[src/rtl/cg_pkg.sv]
// cg_pkg: shared types and defaults for the clock-gate enable controller.
//   cg_state_t  : controller state encoding (RUN, GATED, WAKE)
//   CG_IDLE_W   : default width of the idle threshold / idle counter
//   CG_WAKE_CYC : default number of cycles spent in WAKE
package cg_pkg;

  typedef enum logic [1:0] {
    CG_RUN   = 2'd0,
    CG_GATED = 2'd1,
    CG_WAKE  = 2'd2
  } cg_state_t;

  localparam int CG_IDLE_W   = 8;
  localparam int CG_WAKE_CYC = 2;

endpackage

[src/rtl/cg_idle_counter.sv]
// cg_idle_counter: counts consecutive idle cycles and flags when the run of
// idle cycles reaches the programmed threshold.
// Ports:
//   clk, reset : clock, asynchronous active-high reset
//   clr        : clear the count (non-idle cycle, or controller not in RUN)
//   inc        : this cycle is an idle RUN cycle
//   thresh     : idle threshold; 0 disables the hit
//   hit        : this idle cycle completes the threshold run (count clears)
module cg_idle_counter
  import cg_pkg::*;
#(
  parameter int IDLE_W = CG_IDLE_W
) (
  input  logic              clk,
  input  logic              reset,
  input  logic              clr,
  input  logic              inc,
  input  logic [IDLE_W-1:0] thresh,
  output logic              hit
);

  logic [IDLE_W-1:0] cnt;
  logic [IDLE_W:0]   cnt_p1;

  // One bit wider so the compare stays correct when cnt is saturated.
  assign cnt_p1 = {1'b0, cnt} + {{IDLE_W{1'b0}}, 1'b1};

  // Live compare: lowering thresh below the current count hits on the
  // very next idle cycle.
  assign hit = inc && (thresh != '0) && (cnt_p1 >= {1'b0, thresh});

  always_ff @(posedge clk or posedge reset) begin
    if (reset) begin
      cnt <= '0;
    end else if (clr || hit) begin
      cnt <= '0;
    end else if (inc && (cnt != '1)) begin
      // Saturates at all-ones (only reachable with thresh == 0).
      cnt <= cnt_p1[IDLE_W-1:0];
    end
  end

endmodule

[src/rtl/cg_enable_ctrl.sv]
// cg_enable_ctrl: activity-driven clock-gate enable controller for the
// enable-gated register stage directly downstream of the producer.
// Optional feature macro: CG_STATS_EN (adds the gated_cycles statistic).
// Ports:
//   clk, reset   : clock, asynchronous active-high reset
//   req_valid    : producer has data for the gated stage
//   req_ready    : producer may transfer
//   force_on     : keep / return the stage clocked regardless of activity
//   idle_thresh  : consecutive idle cycles before gating; 0 never gates
//   cg_en        : enable to the gated stage / ICG
//   gated        : stage currently gated
//   wake_evt     : one-cycle pulse on the first WAKE cycle
//   state_dbg    : current controller state, for observation only
//   gated_cycles : saturating count of GATED cycles (CG_STATS_EN only)
//
// Handshake: a transfer happens on a rising clk edge where
// req_valid & req_ready are both 1. req_ready is high only in RUN, so the
// producer sees it deasserted while gated or waking and must hold
// req_valid and its data stable until the transfer.
module cg_enable_ctrl
  import cg_pkg::*;
#(
  parameter int IDLE_W   = CG_IDLE_W,
  parameter int WAKE_CYC = CG_WAKE_CYC,
  parameter int STAT_W   = 32
) (
  input  logic              clk,
  input  logic              reset,
  input  logic              req_valid,
  output logic              req_ready,
  input  logic              force_on,
  input  logic [IDLE_W-1:0] idle_thresh,
  output logic              cg_en,
  output logic              gated,
  output logic              wake_evt,
  output cg_state_t         state_dbg
`ifdef CG_STATS_EN
  ,
  output logic [STAT_W-1:0] gated_cycles
`endif
);

  localparam int WAKE_W = (WAKE_CYC > 1) ? $clog2(WAKE_CYC) : 1;
  localparam logic [WAKE_W-1:0] WAKE_LAST = WAKE_W'(WAKE_CYC - 1);

  cg_state_t         state;
  cg_state_t         state_nxt;
  logic [WAKE_W-1:0] wake_cnt;
  logic              idle;
  logic              idle_hit;

  assign idle = !req_valid && !force_on;

  cg_idle_counter #(
    .IDLE_W (IDLE_W)
  ) u_idle_counter (
    .clk    (clk),
    .reset  (reset),
    .clr    ((state != CG_RUN) || !idle),
    .inc    ((state == CG_RUN) && idle),
    .thresh (idle_thresh),
    .hit    (idle_hit)
  );

  always_comb begin
    state_nxt = state;
    unique case (state)
      CG_RUN:   if (idle_hit) state_nxt = CG_GATED;
      CG_GATED: if (req_valid || force_on) state_nxt = CG_WAKE;
      // Inputs are ignored while waking; WAKE always runs to completion.
      CG_WAKE:  if (wake_cnt == WAKE_LAST) state_nxt = CG_RUN;
      default:  state_nxt = CG_RUN;
    endcase
  end

  always_ff @(posedge clk or posedge reset) begin
    if (reset) begin
      state    <= CG_RUN;
      wake_cnt <= '0;
    end else begin
      state <= state_nxt;
      // Zero on entry to WAKE, so the first WAKE cycle sees wake_cnt == 0.
      if ((state == CG_WAKE) && (wake_cnt != WAKE_LAST)) begin
        wake_cnt <= wake_cnt + WAKE_W'(1);
      end else begin
        wake_cnt <= '0;
      end
    end
  end

  // Every output is a decode of registered state only.
  assign cg_en     = (state != CG_GATED);
  assign req_ready = (state == CG_RUN);
  assign gated     = (state == CG_GATED);
  assign wake_evt  = (state == CG_WAKE) && (wake_cnt == '0);
  assign state_dbg = state;

`ifdef CG_STATS_EN
  always_ff @(posedge clk or posedge reset) begin
    if (reset) begin
      gated_cycles <= '0;
    end else if ((state == CG_GATED) && (gated_cycles != '1)) begin
      gated_cycles <= gated_cycles + STAT_W'(1);
    end
  end
`else
  logic stat_unused;
  assign stat_unused = (STAT_W > 0);
`endif

endmodule

[config.mk]
export PLATFORM = sky130hd
export DESIGN_NAME = cg_enable_ctrl
export DESIGN_NICKNAME = d
export VERILOG_FILES = /design/src/rtl/cg_pkg.sv /design/src/rtl/cg_idle_counter.sv /design/src/rtl/cg_enable_ctrl.sv
export SDC_FILE = /design/constraint.sdc
export NUM_CORES = 1
export LEC_CHECK = 0
export ABC_AREA = 1
export ABC_CLOCK_PERIOD_IN_PS = 6100
export CAP_MARGIN = 20
export CORE_UTILIZATION = 43
export CTS_BUF_LIST = sky130_fd_sc_hd__clkbuf_4 sky130_fd_sc_hd__clkbuf_8
export CTS_CLUSTER_DIAMETER = 200
export CTS_CLUSTER_SIZE = 20
export DETAILED_ROUTE_END_ITERATION = 6
export GPL_TIMING_DRIVEN = 0
export HOLD_SLACK_MARGIN = 0.1
export PLACE_DENSITY_LB_ADDON = 0.15
export SLEW_MARGIN = 10
export SYNTH_ARGS = -nofsm -noshare
export SYNTH_HDL_FRONTEND = slang
export SYNTH_SLANG_ARGS = --single-unit
[constraint.sdc]
create_clock -name clk -period 6.1 [get_ports clk]
set_input_delay 0.915 -clock clk [delete_from_list [all_inputs] [get_ports clk]]
set_output_delay 0.915 -clock clk [all_outputs]
set_load 0.02 [all_outputs]
### After elaboration in Yosys (flattened, before gate mapping)

Index checks and enable logic that the tools add are counted.

| storage, ports and cells | value |
|---|---|
| input bits | 12 |
| register bits | 11 |
| output and inout bits | 6 |
| logic and storage cells | 38 |

| operators by class | value |
|---|---|
| magnitude comparators | 1 |
| reductions and logical operators | 17 |
| eq/ne operators | 7 |
| bitwise gates (word level) | 1 |
| add/sub/neg operators | 2 |
| mux-type cells | 7 |

Operators with widths:

| operator | number |
|---|---|
| 2-to-1 mux 8 bit | 2 |
| adder 8 x 1 -> 9 bit (second input constant) | 1 |
| >= comparator 9 x 8 -> 1 bit | 1 |
| inequality test 8 bit (second input constant) | 1 |
| nonzero test 8 bit | 1 |
| logical AND 1 bit | 6 |
| 2-to-1 mux 2 bit | 3 |
| inequality test 2 x 1 -> 1 bit (second input constant) | 3 |
| one-hot mux 2 bit (3 select lines) | 1 |
| nonzero test 2 bit | 2 |
| zero test 1 bit | 3 |
| logical OR 1 bit | 3 |
| AND reduction 3 bit | 1 |
| == test 2 x 1 -> 1 bit (second input constant) | 1 |
| == test 2 bit (second input constant) | 1 |
| zero test 2 bit | 1 |
| inequality test 2 bit (second input constant) | 1 |
| adder 1 bit (second input constant) | 1 |
| 2-to-1 mux 1 bit | 1 |
| inverter 1 bit | 1 |

### Depth between registers and ports, before layout

| depth | value |
|---|---|
| word-level depth | 7 |
| mapped depth | 17 |
| mapped depth without buffers | 17 |

### Cells and area by module

A second synthesis with hierarchy kept.

| unflattened totals | value |
|---|---|
| cell total of the unflattened synthesis | 133 |
| area total of the unflattened synthesis | 934.6 µm² |

Modules (own cells, without submodules):

| module | area an instance (µm²) | times used | sequential area each (µm²) | cells each |
|---|---|---|---|---|
| cg_idle_counter | 775.7 | 1 | 200.2 | 112 |
| cg_enable_ctrl | 158.9 | 1 | 75.1 | 21 |

### Worst setup path before layout

Ideal clock, no wire load.

| timing path | value |
|---|---|
| kind | register to output |
| from | register state[0], in the netlist state_dbg[0] |
| to | output port cg_en |
| arrival | 1.165 ns |
| path slack | 4.020 ns |
| buffers on the path | 0 |
| stages on the path, launching flop included | 4 |
| required time | 5.185 ns |
| path through | dfrtp_1 -> inv_1 -> nor2_1 -> inv_1 |

| on the way | value |
|---|---|
| word-level cells in the longest chain between the ends | 1 |

RTL lines:

| element | RTL line | RTL |
|---|---|---|
| from (decl) | cg_enable_ctrl.sv:46 | `cg_state_t state;` |
| from (signal assigned) | cg_enable_ctrl.sv:81 | `state <= state_nxt;` |
| inequality test 2 x 1 -> 1 bit | cg_enable_ctrl.sv:92 | `assign cg_en = (state != CG_GATED);` |
| to (decl) | cg_enable_ctrl.sv:33 | `output logic cg_en,` |

Every way passes these cells.

### Final worst setup path

| timing path | value |
|---|---|
| from | register state[0], in the netlist state_dbg[0] |
| to | output port wake_evt |

| on the way | value |
|---|---|
| word-level cells in the longest chain between the ends | 2 |

RTL lines:

| element | RTL line | RTL |
|---|---|---|
| == test 2 bit | cg_enable_ctrl.sv:95 | `assign wake_evt = (state == CG_WAKE) && (wake_cnt == '0);` |
| logical AND 1 bit | cg_enable_ctrl.sv:95 |  |
| to (decl) | cg_enable_ctrl.sv:35 | `output logic wake_evt,` |

Every way passes these cells.

==> results.yml <==
setup_path:
  endpoint_kind: "output pin"
  ff2ff_path_depth: 17
  start_kind: "flop"
  crit_slowest_cell: "clkdlybuf4s50_1"
  cp_top_family: "buffers and inverters"
  crit_fanout: 4
  path_depth: 4
  cpPeakStageDelay_ps: 640
  cp.arrival_ps: 1640
  worstSetupPathType: "reg2out"
  critPathRequiredTime_ps: 5180
  cp_num_buf_inv: 2
  crit_chain: "inv_1 -> nand2_1 -> nor2_1 -> clkdlybuf4s50_1"
route:
  via_per_inst: 4.55
  drt_first_pass_iters: 4
  drt_iter0_markers: 4
  wirelength_um: 1550
  ant_nets: 0
  routedWlPerCell_um: 9.84
  num_vias: 714
  drc: 0
global_route:
  grt_pass1_vias: 674
  antenna_found_initial: 0
  grt_use_total_pct: 17.5
  grt_max_degree: 12
  grt_pass1_wl_um: 2590
  grt_overflow: 0
floorplanning:
  rows: 15
  core_um2: 1780
  die_x_um: 46.3
  ioPinCount: 18
  start_util_pct: 47.3
  dieArea_um2: 2140
  dieHeight_um: 46.3
logic_synthesis:
  synth_xor_area_share_pct: 6.23
  ys_top_cells_by_area: "dfrtp_1 33%, ha_1 13%, inv_1 12%, nand2_1 10%, nor2_1 7.1%"
  synthAdderAreaFrac_pct: 13.4
  synthSimpleGateAreaFrac_pct: 31.6
  yosys.area.top_type: "dfrtp_1"
  synth_mux_area_share_pct: 0
  synth_cells: 111
  netlist_area_um2: 843
  synth_top_area_share_pct: 32.6
  synth-seq-area-share_pct: 32.6
  synth.avg_cell_area_um2: 7.60
  ys_warn_count: 0
  ys_types: 20
  yosys_register_bits: 11
  synth_compound_area_share_pct: 3.41
  syn_nets: 132
  synth_top_family_by_area: "simple AND/OR/NAND/NOR gates"
power:
  power_frac_clock_pct: 29.0
  p_int_mw: 0.132
  peakVddDrop_uv: 134
  power.density_nw_per_um2: 172
  p_leak_nw: 0.612
  p_seq_share_pct: 44.9
  combPwrFrac_pct: 26.1
  switching_share_pct: 28.8
  p_switching_mw: 0.0533
clock_tree:
  cts_buffers: 3
  cts_tree: "yes"
  post_cts_resized: 0
  h-tree-depth: 1
  insertion_delay_ps: 260
  clk_pin_slew_worst_paths_ps: 70
  cts_sinks: 11
  cts_setup_buffers: 0
  cts-root-buf: "clkbuf_4"
  clock_path_buffers: 2
  postCtsHoldBufs: 0
sta:
  slew_violations: 0
  setup_slack_ps: 3540
  fin_crit_ps: 2560
  fmax_mhz: 391
  holdWs_ps: 429
  rsz0062_at_grt: "no"
  worstMarginPinSlew_ps: 455
  fin_tns_setup_ps: 0
  setup_viol: 0
  fin_crit_sh_pct: 41.9
  maxSlewHeadroom_pct: 69.4
  finalHoldViolCount: 0
  fin_skew_ps: 3.88
layout:
  layout.nets: 154
  drive_gt1_share_pct: 9.09
  n_fill_cell: 175
  areaGrowthSynthToFinish_pct: 27.4
  stdcell_area_um2: 1070
  layout_common_cells: "27 x inv_1, 23 x nand2_1, 17 x clkdlybuf4s50_1"
  n_antenna_cell: 0
  final_common_cell: "inv_1"
place:
  hpwl_um: 1320
  placed_cell_area_um2: 1040
  io_buffers: 17
  place_ws_ps: 3530
  gp_congestion: 0.715
run:
  maxCapViolations: 0
min_path:
  holdPathStages: 1
  hold_path_class: "reg2reg"
status:
  status: "completed"
-- flip-flops by register name, indices dropped and copies added, names as in the netlist --
register	count
wake_cnt	1
u_idle_counter.cnt	8
state_dbg	2
-- cell families (layout without fill, tap and decap cells) --
family	count (synthesis)	in the layout
flip-flops	11	11
AND/OR/NAND/NOR	53	53
adder cells (fa/ha/maj)	9	9
XOR/XNOR	6	6
AO/OA/AOI/OAI	4	4
buffers and inverters	28	49
-- Yosys cell counts --
| cell type | count |
|---|---|
| nor2_4 | 1 |
| inv_4 | 1 |
| nand4_4 | 1 |
| xor2_1 | 4 |
| inv_1 | 27 |
| o21a_1 | 1 |
| ha_1 | 9 |
| dfrtp_1 | 11 |
| nand2_4 | 1 |
| nor2_1 | 16 |
| nor2_2 | 1 |
| a21oi_1 | 2 |
| nor4_4 | 1 |
| xnor2_1 | 2 |
| nand3_1 | 5 |
| a21boi_2 | 1 |
| nor3_1 | 1 |
| nand2_1 | 23 |
| nand2_2 | 1 |
| nor4_1 | 2 |
-- layout make-up --
cell class                 count  area [um2]  share of cell area [%]
sequential                    11         275                    25.6
tap                           25        31.3                    2.91
clock buffer                   4        30.0                    2.79
timing repair buffer          17         170                    15.8
inverter                      28         108                    10.0
multi-input combinational     72         460                    42.8
-- metal layers --
metal | routed length (um) | share of wire (%) | global-route usage, % | vias up
li1 | - | - | - | 376
met3 | 60 | 3.9 | 3.53 | 4
met4 | 19 | 1.2 | 7.06 | 0
met1 | 672 | 43 | 17.8 | 320
met5 | 0 | 0 | 0 | -
met2 | 793 | 51 | 34.1 | 14
-- metrics by stage --
stage	util (%)	total power [mW]	cells
after CTS	60.3	0.187	157
after global routing	60.3	0.196	157
after global placement	58.6	0.132	153
after detailed placement	58.6	0.133	153
final	60.3	0.185	157
after floorplan	-	0.109	111
-- power by group through the flow --
| stage | Sequential, mW | Clock [mW] | Combinational (mW) |
|---|---|---|---|
| final | 0.0830 | 0.0537 | 0.0483 |
| after CTS | 0.0832 | 0.0543 | 0.0493 |
| after global placement | 0.0843 | 0 | 0.0479 |
| after global routing | 0.0835 | 0.0584 | 0.0537 |
| after floorplan | 0.0854 | 0 | 0.0236 |
| after detailed placement | 0.0846 | 0 | 0.0488 |
-- final timing paths --
path / from / endpoint / slack [ps]
min: wake_cnt / wake_cnt / 430
max: state_dbg[0] / wake_evt / 3540
min in group asynchronous: reset / u_idle_counter.cnt[7] / 930
min reg2reg: wake_cnt / wake_cnt / 430
max reg2reg: u_idle_counter.cnt[0] / u_idle_counter.cnt[1] / 3830
max in group asynchronous: reset / u_idle_counter.cnt[2] / 4870
Note: power is estimated with default switching activity, not from simulation.
